===== src/rtl/uart_tx_param.sv =====
// UART transmitter with a small input FIFO and a compile-time frame format
// (data width, parity, stop bits, bit period). Words are sent LSB first.
//
// state    | meaning
// ---------+---------------------------------------------------------
// S_IDLE   | line high, baud counter parked at 0, waiting for a word
// S_START  | start bit (tx=0)
// S_DATA   | data bits, LSB first, bit_q counts the bit in flight
// S_PARITY | parity bit (only reachable when PARITY != 0)
// S_STOP   | stop bit(s), bit_q counts the stop bit in flight
module uart_tx_param #(
    parameter int DATA_BITS    = 8,
    parameter int CLKS_PER_BIT = 16,
    parameter int PARITY       = 0,
    parameter int STOP_BITS    = 1,
    parameter int FIFO_DEPTH   = 4
) (
    input  logic                          reset,
    input  logic                          clock,
    input  logic                          wr_valid,
    input  logic [DATA_BITS-1:0]          wr_data,
    output logic                          wr_ready,
    output logic                          tx,
    output logic                          busy,
    output logic [$clog2(FIFO_DEPTH):0]   fifo_count
);
    localparam int AW = $clog2(FIFO_DEPTH);
    localparam int CW = AW + 1;
    localparam int BW = $clog2(CLKS_PER_BIT);
    localparam int IW = $clog2(DATA_BITS);

    typedef enum logic [2:0] {
        S_IDLE,
        S_START,
        S_DATA,
        S_PARITY,
        S_STOP
    } state_t;

    logic [DATA_BITS-1:0] mem_q [FIFO_DEPTH];
    logic [DATA_BITS-1:0] mem_d [FIFO_DEPTH];
    logic [AW-1:0]        wr_ptr_q, wr_ptr_d;
    logic [AW-1:0]        rd_ptr_q, rd_ptr_d;
    logic [CW-1:0]        count_q, count_d;
    logic                 push, pop;
    logic                 fifo_nonempty;
    logic [DATA_BITS-1:0] head;

    state_t               state_q, state_d;
    logic [BW-1:0]        baud_q, baud_d;
    logic [IW-1:0]        bit_q, bit_d;
    logic [DATA_BITS-1:0] shift_q, shift_d;
    logic                 parity_q, parity_d;
    logic                 tx_q, tx_d;
    logic                 baud_wrap;

    assign wr_ready      = (count_q != CW'(FIFO_DEPTH));
    assign push          = wr_valid && wr_ready;
    assign fifo_nonempty = (count_q != '0);
    assign head          = mem_q[rd_ptr_q];
    assign baud_wrap     = (baud_q == BW'(CLKS_PER_BIT - 1));

    always_comb begin
        mem_d    = mem_q;
        wr_ptr_d = wr_ptr_q;
        rd_ptr_d = rd_ptr_q;
        count_d  = count_q;
        if (push) begin
            mem_d[wr_ptr_q] = wr_data;
            wr_ptr_d        = wr_ptr_q + 1'b1;
        end
        if (pop) begin
            rd_ptr_d = rd_ptr_q + 1'b1;
        end
        case ({push, pop})
            2'b10:   count_d = count_q + 1'b1;
            2'b01:   count_d = count_q - 1'b1;
            default: count_d = count_q;
        endcase
    end

    always_ff @(posedge clock or negedge reset) begin
        if (!reset) begin
            for (int i = 0; i < FIFO_DEPTH; i++) begin
                mem_q[i] <= '0;
            end
            wr_ptr_q <= '0;
            rd_ptr_q <= '0;
            count_q  <= '0;
            state_q  <= S_IDLE;
            baud_q   <= '0;
            bit_q    <= '0;
            shift_q  <= '0;
            parity_q <= 1'b0;
            tx_q     <= 1'b1;
        end else begin
            mem_q    <= mem_d;
            wr_ptr_q <= wr_ptr_d;
            rd_ptr_q <= rd_ptr_d;
            count_q  <= count_d;
            state_q  <= state_d;
            baud_q   <= baud_d;
            bit_q    <= bit_d;
            shift_q  <= shift_d;
            parity_q <= parity_d;
            tx_q     <= tx_d;
        end
    end

    // Every exit from IDLE or STOP lands with baud_d = 0, so each frame starts phase-aligned.
    always_comb begin
        state_d  = state_q;
        baud_d   = baud_q;
        bit_d    = bit_q;
        shift_d  = shift_q;
        parity_d = parity_q;
        pop      = 1'b0;
        if (state_q != S_IDLE) begin
            baud_d = baud_wrap ? '0 : baud_q + 1'b1;
        end
        case (state_q)
            S_IDLE: begin
                baud_d = '0;
                if (fifo_nonempty) begin
                    pop     = 1'b1;
                    state_d = S_START;
                end
            end
            S_START: begin
                if (baud_wrap) begin
                    state_d = S_DATA;
                    bit_d   = '0;
                end
            end
            S_DATA: begin
                if (baud_wrap) begin
                    shift_d = shift_q >> 1;
                    if (bit_q == IW'(DATA_BITS - 1)) begin
                        bit_d   = '0;
                        state_d = (PARITY != 0) ? S_PARITY : S_STOP;
                    end else begin
                        bit_d = bit_q + 1'b1;
                    end
                end
            end
            S_PARITY: begin
                if (baud_wrap) begin
                    state_d = S_STOP;
                    bit_d   = '0;
                end
            end
            S_STOP: begin
                if (baud_wrap) begin
                    if (bit_q == IW'(STOP_BITS - 1)) begin
                        bit_d = '0;
                        if (fifo_nonempty) begin
                            pop     = 1'b1;
                            state_d = S_START;
                        end else begin
                            state_d = S_IDLE;
                        end
                    end else begin
                        bit_d = bit_q + 1'b1;
                    end
                end
            end
            default: state_d = S_IDLE;
        endcase
        if (pop) begin
            shift_d  = head;
            parity_d = (PARITY == 1) ? ~^head : ^head;
        end
    end

    // tx is registered, so it is decoded from the state being entered.
    always_comb begin
        case (state_d)
            S_START:  tx_d = 1'b0;
            S_DATA:   tx_d = shift_d[0];
            S_PARITY: tx_d = parity_d;
            default:  tx_d = 1'b1;
        endcase
    end

    assign tx         = tx_q;
    assign busy       = (state_q != S_IDLE) || fifo_nonempty;
    assign fifo_count = count_q;

endmodule


===== config.mk =====
export PLATFORM = sky130hd
export DESIGN_NAME = uart_tx_param
export DESIGN_NICKNAME = d
export VERILOG_FILES = /design/src/rtl/uart_tx_param.sv
export SDC_FILE = /design/constraint.sdc
export NUM_CORES = 1
export LEC_CHECK = 0
export ABC_AREA = 1
export BUFFER_PORTS_ARGS = -buffer_cell sky130_fd_sc_hd__buf_2
export CAP_MARGIN = 10
export CORE_MARGIN = 2
export CORE_UTILIZATION = 40
export DETAILED_ROUTE_END_ITERATION = 8
export PLACE_DENSITY = 0.68
export REMOVE_ABC_BUFFERS = 1
export SLEW_MARGIN = 10
export SYNTH_ARGS = -nofsm -noshare
export SYNTH_HDL_FRONTEND = slang
export SYNTH_SLANG_ARGS = --single-unit

===== constraint.sdc =====
create_clock -name clock -period 2.5 [get_ports clock]
set_clock_uncertainty 0.2 [all_clocks]
set_input_delay 0.25 -clock clock [delete_from_list [all_inputs] [get_ports clock]]
set_output_delay 0.25 -clock clock [all_outputs]
set_load 0.05 [all_outputs]

======== Word level (Yosys, flattened, before mapping) ========
Cells that the tools add are included.
W data, S select, Z words.
storage, ports and cells
  register bits after elaboration ......... 59
  input port bits ......................... 11
  output and inout port bits .............. 6
  logic and storage cells ................. 90
operators by class
  add/subtract/negate cells ............... 6
  order comparisons ....................... 3
  equality and inequality tests ........... 15
  muxes and demuxes ....................... 34
  bitwise operators ....................... 2
  reductions and logical operators ........ 16
operators by type and width
  kind                   number
  $mux W8                6
  $mux W3                12
  $bwmux W32             1
  $bmux W8 S2            1
  $demux W8 S2           1
  $pmux W3 S5            1
  $eq A3 B2 Y1 const B   4
  $mux W4                3
  $pmux W3 S3            1
  $reduce_bool A3 Y1     3
  $reduce_bool A2 Y1     4
  $reduce_xor A8 Y1      1
  $add A3 B1 Y3 const B  2
  $eq A3 B1 Y1 const B   2
  $eq A3 B3 Y1 const B   2
  $ge A3 B3 Y1 const B   2
  $logic_not A3 Y1       2
  $not A2 Y3             2
  $pmux W3 S2            1
  $mux W1                5
  $add A2 B1 Y2 const B  2
  $add A4 B1 Y4 const B  1
  $eq A4 B4 Y1 const B   1
  $ne A2 B2 Y1 const B   2
  other kinds (13)       14

======== Longest topological paths before layout ========
  word-level depth ........................ 7
  gate-level depth with buffers ........... 16
  mapped depth without buffers ............ 15

======== Worst setup path before layout ========
No wires, ideal clock.
  kind .................................... reg-to-reg
  from .................................... reg count_q[2], in the netlist fifo_count[2]
  to ...................................... reg count_q[2], in the netlist fifo_count[2]
  setup time .............................. 0.142 ns
  data arrival time ....................... 2.400 ns
  data required time ...................... 2.158 ns
  slack ................................... -0.242 ns
  stages on the path, launching flop included .. 9
  path buffers ............................ 0
  period minus slack after synthesis ...... 2.742 ns
  cells stage by stage .................... dfrtp_1 nand3_1 nand2_1 ha_1 inv_1 fa_1 a21oi_1 o21ai_0 xnor2_1
between the ends
  elaborated cells on any way between the ends .. 13
  those cells by class .................... add/sub: 2; eq/ne: 3; mux: 5; reduce/logical: 3
RTL lines
  what                                                      line  text
  from (decl)                                               44    logic [CW-1:0] count_q, count_d;
  from (signal assigned)                                    100   count_q <= count_d;
  $ne A3 B3 Y1 (*)                                          57    assign wr_ready = (count_q != CW'(FIFO_DEPTH));
  via wr_ready                                              22    output logic wr_ready,
  $logic_and A1 B1 Y1 (*)                                   58    assign push = wr_valid && wr_ready;
  $eq A2 B1 Y1 / $eq A2 B2 Y1 (equally long branches)       75    case ({push, pop})
  $pmux W3 S2 / $reduce_bool A2 Y1 (equally long branches)  n/a
The timed path passes the listed nets; every way through them passes the cells marked *.
A chain may end at the register's enable or synchronous reset.

======== Final worst setup path ========
  from .................................... reg baud_q[0]
  to ...................................... reg count_q[2], in the netlist fifo_count[2]
between the ends
  cells in the longest elaborated chain, start to end .. 5
  elaborated cells on any way between the ends .. 7
  those cells by class .................... eq/ne: 3; mux: 3; reduce/logical: 1
RTL lines
  what                                                      line  text
  from (decl)                                               50    logic [BW-1:0] baud_q, baud_d;
  from (signal assigned)                                    102   baud_q <= baud_d;
  $eq A4 B4 Y1 (*)                                          61    assign baud_wrap = (baud_q == BW'(CLKS_PER_BIT - 1));
  $mux W1 (*)                                               153   if (baud_wrap) begin
  $pmux W1 S2 (*)                                           121   case (state_q)
  $eq A2 B1 Y1 / $eq A2 B2 Y1 (equally long branches)       75
  $pmux W3 S2 / $reduce_bool A2 Y1 (equally long branches)  n/a
Every way passes the cells marked *; elsewhere a longest branch is shown, timed or not.

==> metrics.json <==
{
  "outcome": {
    "status": "complete, no violations"
  },
  "synthesis": {
    "syn-instance-count": 390,
    "synth-edff-count": 0,
    "synthArstFlopShare_pct": 100,
    "synth.ff_latch_count": 59,
    "synth-warning-count": 0,
    "yosysUniqueCellTypes": 32,
    "synth_area_um2": 3060,
    "synth.avg_cell_area_um2": 7.84,
    "ys_dominant_reg_cell": "sky130_fd_sc_hd__dfrtp_1",
    "ys_seq_area_share_pct": 48.3
  },
  "setup_path": {
    "critical_path_peak_fanout": 5,
    "worst_r2r_startpoint": "baud_q[0]",
    "timing.critical_path.arrival_ps": 2400,
    "worst-r2r-setup-slack_ps": 120,
    "critical_path.endpoint_type": "flip-flop",
    "r2r.worst_path.cells": 11,
    "crit_path_start_kind": "flip-flop",
    "crit_type": "flip-flop to flip-flop",
    "endpoint_required_time_on_the_critical_path_ps": 2520,
    "rr_endpoint": "fifo_count[2]"
  },
  "sta": {
    "drv_slew": 0,
    "tightestPinTransition_ps": 734,
    "final.setup.tns_ps": 0,
    "timing.final.crit_share_pct": 95.3,
    "post-route-min-period_ps": 2380,
    "relSlewSlack_pct": 51.1,
    "hold_viol": 0,
    "fin_worst_hold_slack_ps": 28.5,
    "timing.fmax_mhz": 420,
    "final.setup.worst_slack_ps": 118,
    "finalSetupViolations": 0
  },
  "placed_design": {
    "place_worst_setup_slack_ps": 151,
    "count_of_input_and_output_buffers": 16,
    "gpl.final_weighted_congestion": 0.793,
    "dp_hpwl_um": 4120,
    "place.detailed.instances": 499
  },
  "global_route": {
    "grt_use_total_pct": 15.4,
    "grt_start_max_net_pins": 60,
    "number_of_global_route_vias_before_repair": 2301,
    "global_route_wire_length_before_repair_um": 10400,
    "overflow": 0,
    "antenna_violations_before_repair": 0
  },
  "clock_tree": {
    "cts_root_buf": "sky130_fd_sc_hd__clkbuf_8",
    "cts_tree": "yes",
    "clock_sinks": 59,
    "cts_h_tree_depth": 3,
    "clock_latency_late_sink_ps": 330,
    "numCtsBuffers": 9,
    "clk_pin_slew_worst_paths_ps": 70,
    "cts_buffer_depth": 2
  },
  "layout": {
    "nNetsFinal": 436,
    "instances_no_fill": 519,
    "area_growth_pct": 13.1,
    "share_of_final_layout_standard_cells_stronger_than_drive_strength_1_pct": 12.6,
    "diodes": 0
  },
  "floorplan": {
    "dieWidth_um": 91.4,
    "placementRows": 31,
    "coreArea_um2": 7330,
    "die_outline_area_um2": 8360,
    "die_h_um": 91.4,
    "design.portCount": 17,
    "initial_core_utilization_pct": 41.7
  },
  "job": {
    "max_cap_violations": 0
  },
  "worst_hold_path": {
    "hold_class": "input port to flip-flop",
    "hold-path-endpoint": "mem_q[8]",
    "min-delay-start": "wr_data[0]",
    "whs_path_depth": 3
  },
  "detailed_routing": {
    "antenna_violating_nets_post_route": 0,
    "route.detailed.vias_per_inst": 4.77,
    "detailedRoute.firstIterationViolations": 81,
    "postRouteWirelength_um": 5910,
    "routed-via-count": 2476,
    "drt_first_pass_iters": 4,
    "detailed_route_wire_length_per_cell_um": 11.4,
    "drt_drc_violations_left": 0
  },
  "power_and_ir_drop": {
    "p_leak_uw": 0.00181,
    "total_power_uw": 4700,
    "power_per_cell_area_nw_per_um2": 1360,
    "ir_drop_v": 0.000571
  }
}
[cells in the final DEF (no fill, tap or decap), types with 3 or more instances in the layout]
master                     instances
sky130_fd_sc_hd__nor2_1           18
sky130_fd_sc_hd__inv_1            41
sky130_fd_sc_hd__clkbuf_1          3
sky130_fd_sc_hd__a221oi_1          6
sky130_fd_sc_hd__ha_1              7
sky130_fd_sc_hd__inv_2             4
sky130_fd_sc_hd__o21ai_0          39
sky130_fd_sc_hd__buf_4             7
sky130_fd_sc_hd__nand3_1          25
sky130_fd_sc_hd__nand2_1         154
sky130_fd_sc_hd__buf_2            16
sky130_fd_sc_hd__clkbuf_8         11
sky130_fd_sc_hd__xor2_1            4
sky130_fd_sc_hd__dfrtp_1          58
[sequential cells by signal, indices dropped and copies added, names as in the netlist, 2 cells and up]
register and count:
baud_q 4, bit_q 3, fifo_count 3, mem_q 32
rd_ptr_q 2, shift_q 8, state_q 3, wr_ptr_q 2
[Yosys cell counts (all sizes together) (3+ instances only)]
master	count	area, um2
clkbuf	4	15.0
xor2	4	35.0
inv	45	169
nor2	21	88.8
nor3	3	26.3
nand3	25	125
nand2	155	584
a221oi	6	52.6
ha	9	113
buf	6	51.3
o21ai	40	200
dfrtp	58	1450
[report_power, final]
part / total, uW / internal [uW] / switching, uW
Combinational: 2250 / 788 / 1460
Clock: 774 / 412 / 362
Sequential: 1680 / 1390 / 283
Total: 4700 / 2590 / 2110
[worst max-delay path, cell delays in order, from the launching register on]
cell and delay [ps]:
sky130_fd_sc_hd__dfrtp_1 370, sky130_fd_sc_hd__ha_2 200, sky130_fd_sc_hd__nand2_2 70, sky130_fd_sc_hd__nor2_4 190
sky130_fd_sc_hd__a21oi_4 90, sky130_fd_sc_hd__nor3_4 200, sky130_fd_sc_hd__ha_2 200, sky130_fd_sc_hd__inv_2 60
sky130_fd_sc_hd__fa_2 370, sky130_fd_sc_hd__a21oi_2 120, sky130_fd_sc_hd__o21ai_1 80, sky130_fd_sc_hd__xnor2_1 130
[cell families (layout without fill, tap and decap cells)]
logic type | Yosys count | after routing | share of synthesized area, %
xor+xnor | 6 | 6 | 1.72
flops | 59 | 59 | 48.3
compound gates | 53 | 53 | 10.4
fa+ha+maj | 10 | 10 | 4.34
simple gates | 207 | 207 | 27.6
buf+inv | 55 | 85 | 7.69
[final cells by class]
type                            instances  area, um2
Inverter                               45        169
Sequential cell                        59       1480
Clock buffer                           14        163
Clock inverter                          2       10.0
Tap cell                               99        124
Timing Repair Buffer                   24        143
Multi-Input combinational cell        276       1370
Fill cell                             716       3870
[metrics by stage]
stage | util [%] | area, um2
after floorplan | - | 2990
after global placement | 44.0 | 3230
after detailed placement | 44.0 | 3230
after CTS | 46.5 | 3410
after global routing | 47.2 | 3460
final | 47.2 | 3460
[metal layers]
metal  global-route usage (%)  wire length (um)  up-vias  share of wire (%)
met5                        0                 0        -                  0
met4                     5.56                73        0                1.2
met3                     3.24               158        5                2.7
met2                     24.9              2810       31                 47
met1                     20.4              2870     1161                 49
li1                         -                 -     1279                  -
[what timing repair did]
action / 4_1_cts / 5_1_grt
buffers inserted: 0 / 3
resized for setup: 0 / 9
hold endpoints to repair: 58 / 0
hold buffers: 1 / 0
endpoints found under the setup margin: 0 / 1
[how the worst max path moves through the flow]
stage                         end     startpoint  slack (ps)
floorplan           fifo_count[2]  fifo_count[2]        -240
global placement    fifo_count[2]       bit_q[0]         210
detailed placement  fifo_count[2]       bit_q[0]         150
CTS                 fifo_count[2]       bit_q[0]         140
global route        fifo_count[2]      baud_q[0]          -5
finish              fifo_count[2]      baud_q[0]         120
(Power assumes the default switching activity.)
